[config.mk]
export PLATFORM = sky130hd
export DESIGN_NAME = alu_issue_ctrl
export DESIGN_NICKNAME = d
export VERILOG_FILES = /design/src/rtl/alu_issue_ctrl.sv
export SDC_FILE = /design/constraint.sdc
export NUM_CORES = 1
export LEC_CHECK = 0
export CAP_MARGIN = 30
export CORE_ASPECT_RATIO = 0.9
export CORE_UTILIZATION = 54
export DETAILED_ROUTE_END_ITERATION = 8
export PLACE_DENSITY_LB_ADDON = 0.12
export SYNTH_ARGS = -nofsm -noshare
export SYNTH_HDL_FRONTEND = slang
export SYNTH_SLANG_ARGS = --single-unit
[constraint.sdc]
create_clock -name clk -period 2.05 [get_ports clk]
set_input_delay 0.41 -clock clk [delete_from_list [all_inputs] [get_ports clk]]
set_output_delay 0.41 -clock clk [all_outputs]
set_load 0.05 [all_outputs]
[src/rtl/alu_issue_ctrl.sv]
// Issue/writeback sequencer around a 16-bit combinational ALU.
// Define CARRY_CHAIN_EN to enable the carry flag and cf carry-in chaining.
module alu_issue_ctrl #(
  parameter  int DW   = 16,
  parameter  int NREG = 4,
  localparam int AW   = $clog2(NREG)
) (
  input  logic          clk,
  input  logic          rst_n,
  input  logic          in_valid,
  output logic          in_ready,
  input  logic [2:0]    in_opc,
  input  logic [AW-1:0] in_dst,
  input  logic [AW-1:0] in_sa,
  input  logic [AW-1:0] in_sb,
  input  logic [1:0]    in_cin_mode,
  input  logic [DW-1:0] in_imm,
  output logic [2:0]    alu_opc,
  output logic [DW-1:0] alu_ina,
  output logic [DW-1:0] alu_inb,
  output logic          alu_inc,
  input  logic [DW-1:0] alu_w,
  input  logic          alu_zer,
  input  logic          alu_neg,
  output logic          out_valid,
  input  logic          out_ready,
  output logic [DW-1:0] out_data,
  output logic [AW-1:0] out_dst,
  output logic          zf,
  output logic          nf,
  output logic          cf
);

  typedef enum logic [1:0] {IDLE, EXEC, RESP} state_t;

  state_t        state_q, state_d;
  logic [DW-1:0] rf_q [NREG];
  logic [AW-1:0] dst_q;
  logic [2:0]    opc_q;
  logic [DW-1:0] ina_q, inb_q;
  logic          inc_q, inc_d;
  logic [DW-1:0] data_q;
  logic          zf_q, nf_q;
  logic          accept, is_ldi;

  assign in_ready = (state_q == IDLE) && rst_n;
  assign accept   = in_valid && in_ready;
  assign is_ldi   = (in_opc == 3'b111);

`ifdef CARRY_CHAIN_EN
  logic          cf_q;
  logic [DW:0]   sum;
  logic          cy;

  // Carry out is any sum beyond the DW-bit range.
  assign sum = {1'b0, ina_q} + {1'b0, inb_q} + {{DW{1'b0}}, inc_q};
  assign cy  = (sum > {1'b0, {DW{1'b1}}});

  always_ff @(posedge clk or negedge rst_n) begin
    if (!rst_n) begin
      cf_q <= 1'b0;
    end else if (state_q == EXEC) begin
      if (opc_q == 3'b010) begin
        cf_q <= cy;
      end else if (opc_q == 3'b001) begin
        cf_q <= (ina_q == {DW{1'b1}});
      end
    end
  end

  assign cf = cf_q;
`else
  assign cf = 1'b0;
`endif

  always_comb begin
    inc_d = 1'b0;
    unique case (in_cin_mode)
      2'b01:   inc_d = 1'b1;
`ifdef CARRY_CHAIN_EN
      2'b10:   inc_d = cf_q;
`endif
      default: inc_d = 1'b0;
    endcase
  end

  always_comb begin
    state_d = state_q;
    unique case (state_q)
      IDLE:    if (accept) state_d = is_ldi ? RESP : EXEC;
      EXEC:    state_d = RESP;
      RESP:    if (out_ready) state_d = IDLE;
      default: state_d = IDLE;
    endcase
  end

  always_ff @(posedge clk or negedge rst_n) begin
    if (!rst_n) state_q <= IDLE;
    else        state_q <= state_d;
  end

  always_ff @(posedge clk or negedge rst_n) begin
    if (!rst_n) begin
      for (int i = 0; i < NREG; i++) rf_q[i] <= '0;
      dst_q  <= '0;
      opc_q  <= '0;
      ina_q  <= '0;
      inb_q  <= '0;
      inc_q  <= 1'b0;
      data_q <= '0;
      zf_q   <= 1'b0;
      nf_q   <= 1'b0;
    end else begin
      unique case (state_q)
        IDLE: begin
          if (accept) begin
            dst_q <= in_dst;
            if (is_ldi) begin
              rf_q[in_dst] <= in_imm;
              data_q       <= in_imm;
              zf_q         <= (in_imm == '0);
              nf_q         <= in_imm[DW-1];
            end else begin
              opc_q <= in_opc;
              ina_q <= rf_q[in_sa];
              inb_q <= rf_q[in_sb];
              inc_q <= inc_d;
            end
          end
        end
        EXEC: begin
          rf_q[dst_q] <= alu_w;
          data_q      <= alu_w;
          zf_q        <= alu_zer;
          nf_q        <= alu_neg;
        end
        default: ;
      endcase
    end
  end

  assign alu_opc   = opc_q;
  assign alu_ina   = ina_q;
  assign alu_inb   = inb_q;
  assign alu_inc   = inc_q;
  assign out_valid = (state_q == RESP);
  assign out_data  = data_q;
  assign out_dst   = dst_q;
  assign zf        = zf_q;
  assign nf        = nf_q;

endmodule

# After elaboration in Yosys (flattened, before gate mapping)

Index checks and enable logic that the tools add are counted.

Output and inout bits: 59
Input port bits: 49
Bits in read-only memories: 0
Flip-flop bits (word level): 122
RAM bits: 0
Bits in latches: 0
Memories: 0

Order comparisons: 6
Bitwise gates (word level): 5
Eq/ne operators: 7
Multiplexer cells: 29
Div/mod/pow operators: 0
Shift-type cells: 0
Add/sub/neg operators: 0
Multipliers: 0
Reductions and logical operators: 11

Operators by type and width:

| operator             | number |
|---|---|
| $bwmux W64           | 2 |
| $mux W16             | 8 |
| $mux W64             | 2 |
| $pmux W64 S2         | 1 |
| $bmux W16 S2         | 2 |
| $demux W16 S2        | 2 |
| $pmux W16 S2         | 1 |
| $logic_not A16 Y1    | 1 |
| $ge A3 B3 Y1 const B | 4 |
| $not A2 Y3           | 4 |
| $lt A3 B1 Y1 const B | 2 |
| $mux W2              | 3 |
| $pmux W2 S3          | 1 |
| $reduce_and A3 Y1    | 2 |
| $mux W1              | 5 |
| $eq A2 B1 Y1 const B | 2 |
| $logic_and A1 B1 Y1  | 4 |
| $ne A2 B2 Y1 const B | 2 |
| $pmux W1 S2          | 2 |
| $reduce_and A2 Y1    | 2 |
| $eq A3 B3 Y1 const B | 1 |
| $eq A2 B2 Y1 const B | 1 |
| $logic_not A2 Y1     | 1 |
| $ne A2 B1 Y1 const B | 1 |
| other kinds (2)      | 2 |

# Longest topological paths before layout

Depth in word-level cells: 9
Depth in mapped cells: 7
Mapped depth without buffers: 4

# Worst setup path before layout

OpenSTA, ideal clock, no wires.

Kind: register to output
Start point: register state_q[1]
End point: output in_ready
Cell stages (with the launch flop): 2
Path buffers: 0
Setup slack: 62 ps
Required time: 1640 ps
Arrival time: 1578 ps
Cell sequence: dfrtp_1 > nor3b_1

Longest elaborated chain between the ends: 2

Ends and longest elaborated chain:

| item                     | RTL line | text |
|---|---|---|
| start: declaration       | 36       | `state_t state_q, state_d;` |
| start signal: assignment | 99       | `else state_q <= state_d;` |
| $logic_not A2 Y1         | 46       | `assign in_ready = (state_q == IDLE) && rst_n;` |
| $logic_and A1 B1 Y1      | 46       |  |
| end: declaration         | 11       | `output logic in_ready,` |

No other way between the ends.

# Worst setup path after layout

Start point: register data_q[13], in the netlist out_data[13]
End point: output out_data[13]

RTL lines:

| item                     | RTL line | text |
|---|---|---|
| start: declaration       | 42       | `logic [DW-1:0] data_q;` |
| start signal: assignment | 120      | `data_q <= in_imm;` |
| start signal: assignment | 133      | `data_q <= alu_w;` |
| end: declaration         | 27       | `output logic [DW-1:0] out_data,` |

No word-level cell between the ends.

==> flow_metrics.tcl <==
set metrics [dict create \
    final_common_cell "dfrtp_1" \
    peakVddDrop_mv 1.11 \
    startpoint_type "flop" \
    numCtsBuffers 17 \
    ys_warn_count 0 \
    yosysUniqueCellTypes 40 \
    cts_hold_buf 0 \
    ant_nets 0 \
    period_needed_ns 2.00 \
    synthFlopType "dfrtp_1" \
    synth-seq-cells 122 \
    rsz0062_at_grt "no" \
    total_power_mw 11.3 \
    tritoncts "built" \
    regArea_um2 3050 \
    place.port_buffers 106 \
    timing.critical_path.cells "clkdlybuf4s50_1" \
    syn_nets 511 \
    critPathArrivalTime_ns 1.59 \
    vias 4897 \
    critPathMaxStageDelay_ns 0.81 \
    nFillCells 759 \
    cts_setup_buffers 0 \
    slew_headroom 0.545 \
    finalSetupViolCount 0 \
    cts_root_buffer "clkbuf_16" \
    synth_cells 462 \
    cp.required_ns 1.64 \
    cp_slowest_cell "clkdlybuf4s50_1" \
    die_h_um 105 \
    grt_antenna_before_repair 0 \
    fp.coreArea_um2 11500 \
    fin_crit_sh 0.976 \
    synth_area_um2 6390 \
    worstSetupPathType "reg2out" \
    gr-usage-all-layers 0.315 \
    syn_to_final_growth_pct 34.5 \
    power_density_nw_per_um2 1320 \
    clk_pin_slew_worst_paths_ns 0.05 \
    cts_buffer_depth 2 \
    worst-path-max-fanout 2 \
    grt-ovfl-total 0 \
    viasPerCell 6.40 \
    cp_top_family "buffers and inverters" \
    place_congestion 0.796 \
    cp-end-kind "output port" \
    worstHoldPathType "in2async" \
    synthTopCellsByArea "dfrtp_1 (48%), mux2_2 (16%), mux4_2 (11%)" \
    fin_area_um2 8600 \
    synth_edf_count 0 \
    dp_hpwl_mm 11.6 \
    initialDrtViolationCount 468 \
    tightest_slew_ns 0.683 \
    first_global_vias 5032 \
    cts_max_level 4 \
    yosysTopAreaCellShare 0.477 \
    multi_input_area_um2 3120 \
    die_area_um2 12300 \
    clock_skew_ns 0.00555 \
    dr.pass1.iters 5 \
    fmax_ghz 0.500 \
    ios 108 \
    initial_core_util 0.557 \
    ys_seq_area_frac 0.477 \
    die_w_um 117 \
    grt_max_degree 123 \
    place_area_um2 7990 \
    post-route-drc-count 0 \
    drive_above_1_share 0.376 \
    hold_viol_final 0 \
    antennaDiodeCount 0 \
    timing.critical_path.buf_inv 1 \
    status "complete, no violations" \
    layout_common_cells "dfrtp_1 (122), clkdlybuf4s50_1 (98), mux2_2 (89), a32o_1 (48), buf_4 (43)" \
    leakage_nw 3.78 \
    wl_per_cell_um 23.5 \
    grt_pass1_wl_mm 28.1 \
    synth_top_area_cell "dfrtp_1" \
    layout.nets 646 \
    routed_wl_mm 18.0 \
    drv_cap 0 \
    synthArstFlopShare 1.00 \
    syn_avg_cell_area_um2 13.8 \
    cts.sinks 122 \
    num_rows 37 \
    maxSlewViolCount 0 \
    clkLatencyLatePin_ns 0.41 \
]
[sequential cells by signal, summed over array words and instances, names as in the netlist]
| register | flops |
|---|---|
| alu_opc | 3 |
| alu_inc | 1 |
| rf_q | 64 |
| alu_inb | 16 |
| state_q | 2 |
| nf | 1 |
| out_data | 16 |
| alu_ina | 16 |
| out_dst | 2 |
| zf | 1 |
[cells in the mapped netlist, drive strengths merged, types with 2 or more instances]
library cell and instances:
mux2 99, a31oi 15, o22a 3, o21ai 3, mux4 32, nand2 34
nor2 17, nor2b 6, mux2i 2, buf 23, a22oi 2, nor4 4
a32o 48, o2bb2ai 17, nor3b 3, dfrtp 122, clkbuf 20
[final timing paths]
| kind | startpoint | end | slack, ns | depth (start not counted) |
|---|---|---|---|---|
| worst max-delay path | out_data[13] | out_data[13] | 0.05 | 1 |
| worst min-delay path | rst_n | alu_opc[2] | 0.12 | 2 |
| worst max register to register | state_q[0] | rf_q[47] | 0.17 | 5 |
| worst min register to register | alu_opc[2] | alu_opc[2] | 0.49 | 1 |
| max in group asynchronous | rst_n | alu_inb[7] | 1.38 | 2 |
| min in group clk | alu_opc[2] | alu_opc[2] | 0.49 | 1 |
[final cells by class]
type / instances / share of cell area
clock buffers: 24 / 0.0595
clock inverters: 7 / 0.0102
repair buffers: 159 / 0.189
well taps: 156 / 0.0227
multi-input cells: 296 / 0.363
inverters: 1 / 0.000437
flip-flops and latches: 122 / 0.355
[per-layer routing]
layer / wire [um] / vias to the layer above / share of wire / global-route usage
li1: - / 2099 / - / -
met1: 7410 / 2467 / 0.41 / 0.439
met2: 8560 / 296 / 0.48 / 0.477
met3: 1620 / 35 / 0.090 / 0.0771
met4: 399 / 0 / 0.022 / 0.118
met5: 0 / - / 0 / 0
[per-stage QoR]
step | hold WS (ns) | cells | setup TNS [ns] | setup WS (ns) | util
CTS | 0.185 | 765 | 0 | 0.0303 | 0.748
finish | 0.116 | 765 | 0 | 0.0484 | 0.749
global route | 0.201 | 765 | 0 | 0.0102 | 0.749
floorplan | 0.114 | 462 | 0 | 0.0620 | -
detailed placement | 0.481 | 734 | -8.39 | -0.150 | 0.696
global placement | 0.474 | 734 | -5.41 | -0.0924 | 0.696
[cells by family after synthesis]
logic type,Yosys count,share of synthesized area
and+or+nand+nor,70,0.0566
buffers and inverters,44,0.0366
muxes,133,0.296
AOI/OAI and AO/OA,92,0.133
other,1,0.000587
DFF,122,0.477
[report_power, final]
part	total, mW	switching, mW	internal [mW]
Clock	3.01	1.04	1.97
Combinational	4.52	2.59	1.93
Sequential	3.79	0.579	3.21
Total	11.3	4.21	7.12
[what timing repair did]
action	4_1_cts	5_1_grt
setup endpoints to repair	2	18
gates resized for setup	2	3
cloned	0	0
(Power assumes the default switching activity.)
==> RTL change, RTL diff (same flow settings) <==
The 3 states of `state_t` get a one-hot encoding in 3 bits.
--- a/src/rtl/alu_issue_ctrl.sv
+++ b/src/rtl/alu_issue_ctrl.sv
@@ -32,5 +32,5 @@
 );
 
-  typedef enum logic [1:0] {IDLE, EXEC, RESP} state_t;
+  typedef enum logic [2:0] {IDLE = 3'b001, EXEC = 3'b010, RESP = 3'b100} state_t;
 
   state_t        state_q, state_d;
Formal check against the unedited RTL: no difference found for any inputs over 4 cycles, from zero or initial values and one cycle with rst_n low; so few cycles prove little.
==> RTL change against the unedited design <==
- routed wire length down 1.1%
- global-route usage down 1.5 points
- utilization increased by 0.42 points
- clock skew increased by 0.00076 ns
- synthesized area up 2.0%
- worst setup slack worse by 0.024 ns
- critical path type unchanged
- largest power group is now registers
- total power fell by 20%
- sequential cell count rose by 1
- final area increased by 1.4%
==> RTL change: results (changes against the unedited design) <==
[run_status]
outcome=finished, final reports clean

[placement]
place.gp.congestion=0.7986  ; +0.34%
placed_cell_area_mm2=0.008107  ; +1.4%
hpwlAfterDp_um=11590  ; -0.37%
placedCellCount=725  ; -1.2%

[grt]
grtUsageMet3_pct=7.564  ; -0.14 points
use_met2_pct=47.69  ; about the same
grt_pass1_vias=5126  ; +1.9%
grt_max_degree=124  ; +0.81%
grt_usage_pct=29.96  ; -1.5 points
grt_first_pass_wirelength_um=28120  ; about the same

[worst_setup_path]
rr_endpoint=rf_q[52]
crit_path_end=alu_inb[2]
rrSetupSlack_ns=0.14  ; -0.03 ns
crit_path_start=alu_inb[2]

[timing]
fin_skew_ns=0.006312  ; +0.0007591 ns
max_slew_margin_pct=54.76  ; +0.26 points

[logic_synthesis]
syn_inst=456  ; -1.3%
ys_types=36  ; -10%
yosysSeqAreaShare_pct=47.22  ; -0.53 points
synth_commonest_cells=122 x dfrtp_1, 70 x mux2_2, 64 x a32o_1

[pwr]
max-vdd-ir-drop_mv=0.9019  ; -19%
p_leak_nw=3.941  ; +4.2%

[cells_and_area]
final_layout_size_suffix_gt1_share_pct=36.32  ; -1.3 points
fin_nets=640  ; -0.93%

[detailed_routing]
drt_first_iter_violations=375  ; -20%

RTL change: cell count changes in the layout (fill, tap and decap cells not counted), moves of 12 or more:
cell / change
a31oi_1: -15
a32o_1: +16
mux2_2: -19
mux2i_1: +15
nand2_1: -12
nor2_1: -12
o21ai_0: +18
o2bb2ai_1: -16
RTL change: per-stage QoR:
stage / utilization [%] / setup slack (ns)
floorplan: - / 0.04182
global placement: 70.04 / -0.1535
detailed placement: 70.04 / -0.1766
CTS: 75.29 / 0.002026
global route: 75.31 / 0.001139
finish: 75.31 / 0.02458
RTL change: report_power, final:
group | total [mW] | switching, mW | internal [mW] | leakage, nW
clock network | 2.98 | 1.05 | 1.93 | 0.298
registers | 3.16 | 0.300 | 2.86 | 1.66
logic | 2.87 | 1.74 | 1.13 | 1.98
total | 9.01 | 3.09 | 5.92 | 3.94
RTL change: what timing repair did:
| item | in CTS | in global routing |
|---|---|---|
| setup endpoints to repair | 19 | 1 |
| setup buffers | 3 | 0 |
| pin swaps | 1 | 0 |
| resized for setup | 3 | 1 |
RTL change: cell families after synthesis:
| group | share of synthesized area [%] |
|---|---|
| AOI/OAI and AO/OA | 13.03 |
| buffers and inverters | 3.741 |
| DFF | 47.22 |
| muxes | 31.91 |
| other | 0.05750 |
| and+or+nand+nor | 4.048 |
RTL change: worst min-delay path by stage:
stage	start	end	slack, ns
after floorplan	rst_n	alu_ina[0]	0.11
after global placement	out_data[14]	out_data[14]	0.46
after detailed placement	out_data[10]	out_data[10]	0.47
after CTS	rst_n	alu_opc[2]	0.14
after global routing	rst_n	out_dst[1]	0.17
final	rst_n	state_q[2]	0.09
RTL change: area by class of cell:
cell class / instances / area (um2)
multi-input cells: 288 / 3208
clock buffers: 23 / 498.0
flip-flops and latches: 123 / 3079
fillers: 764 / 2858
repair buffers: 159 / 1638
well taps: 156 / 195.2
clock inverters: 8 / 90.09
inverters: 2 / 7.507
RTL change: layer usage:
layer	vias to the layer above	routed length, um
met5	-	0
met4	0	431
met3	34	1149
met2	206	8621
met1	2542	7579
li1	2087	-
RTL change: worst reg2reg max path, stage by stage (launching register included):
cell	delay (ns)
dfstp_2	0.57
and4bb_1	0.26
and2_4	0.23
a22o_1	0.23
buf_12	0.17
mux2_2	0.34
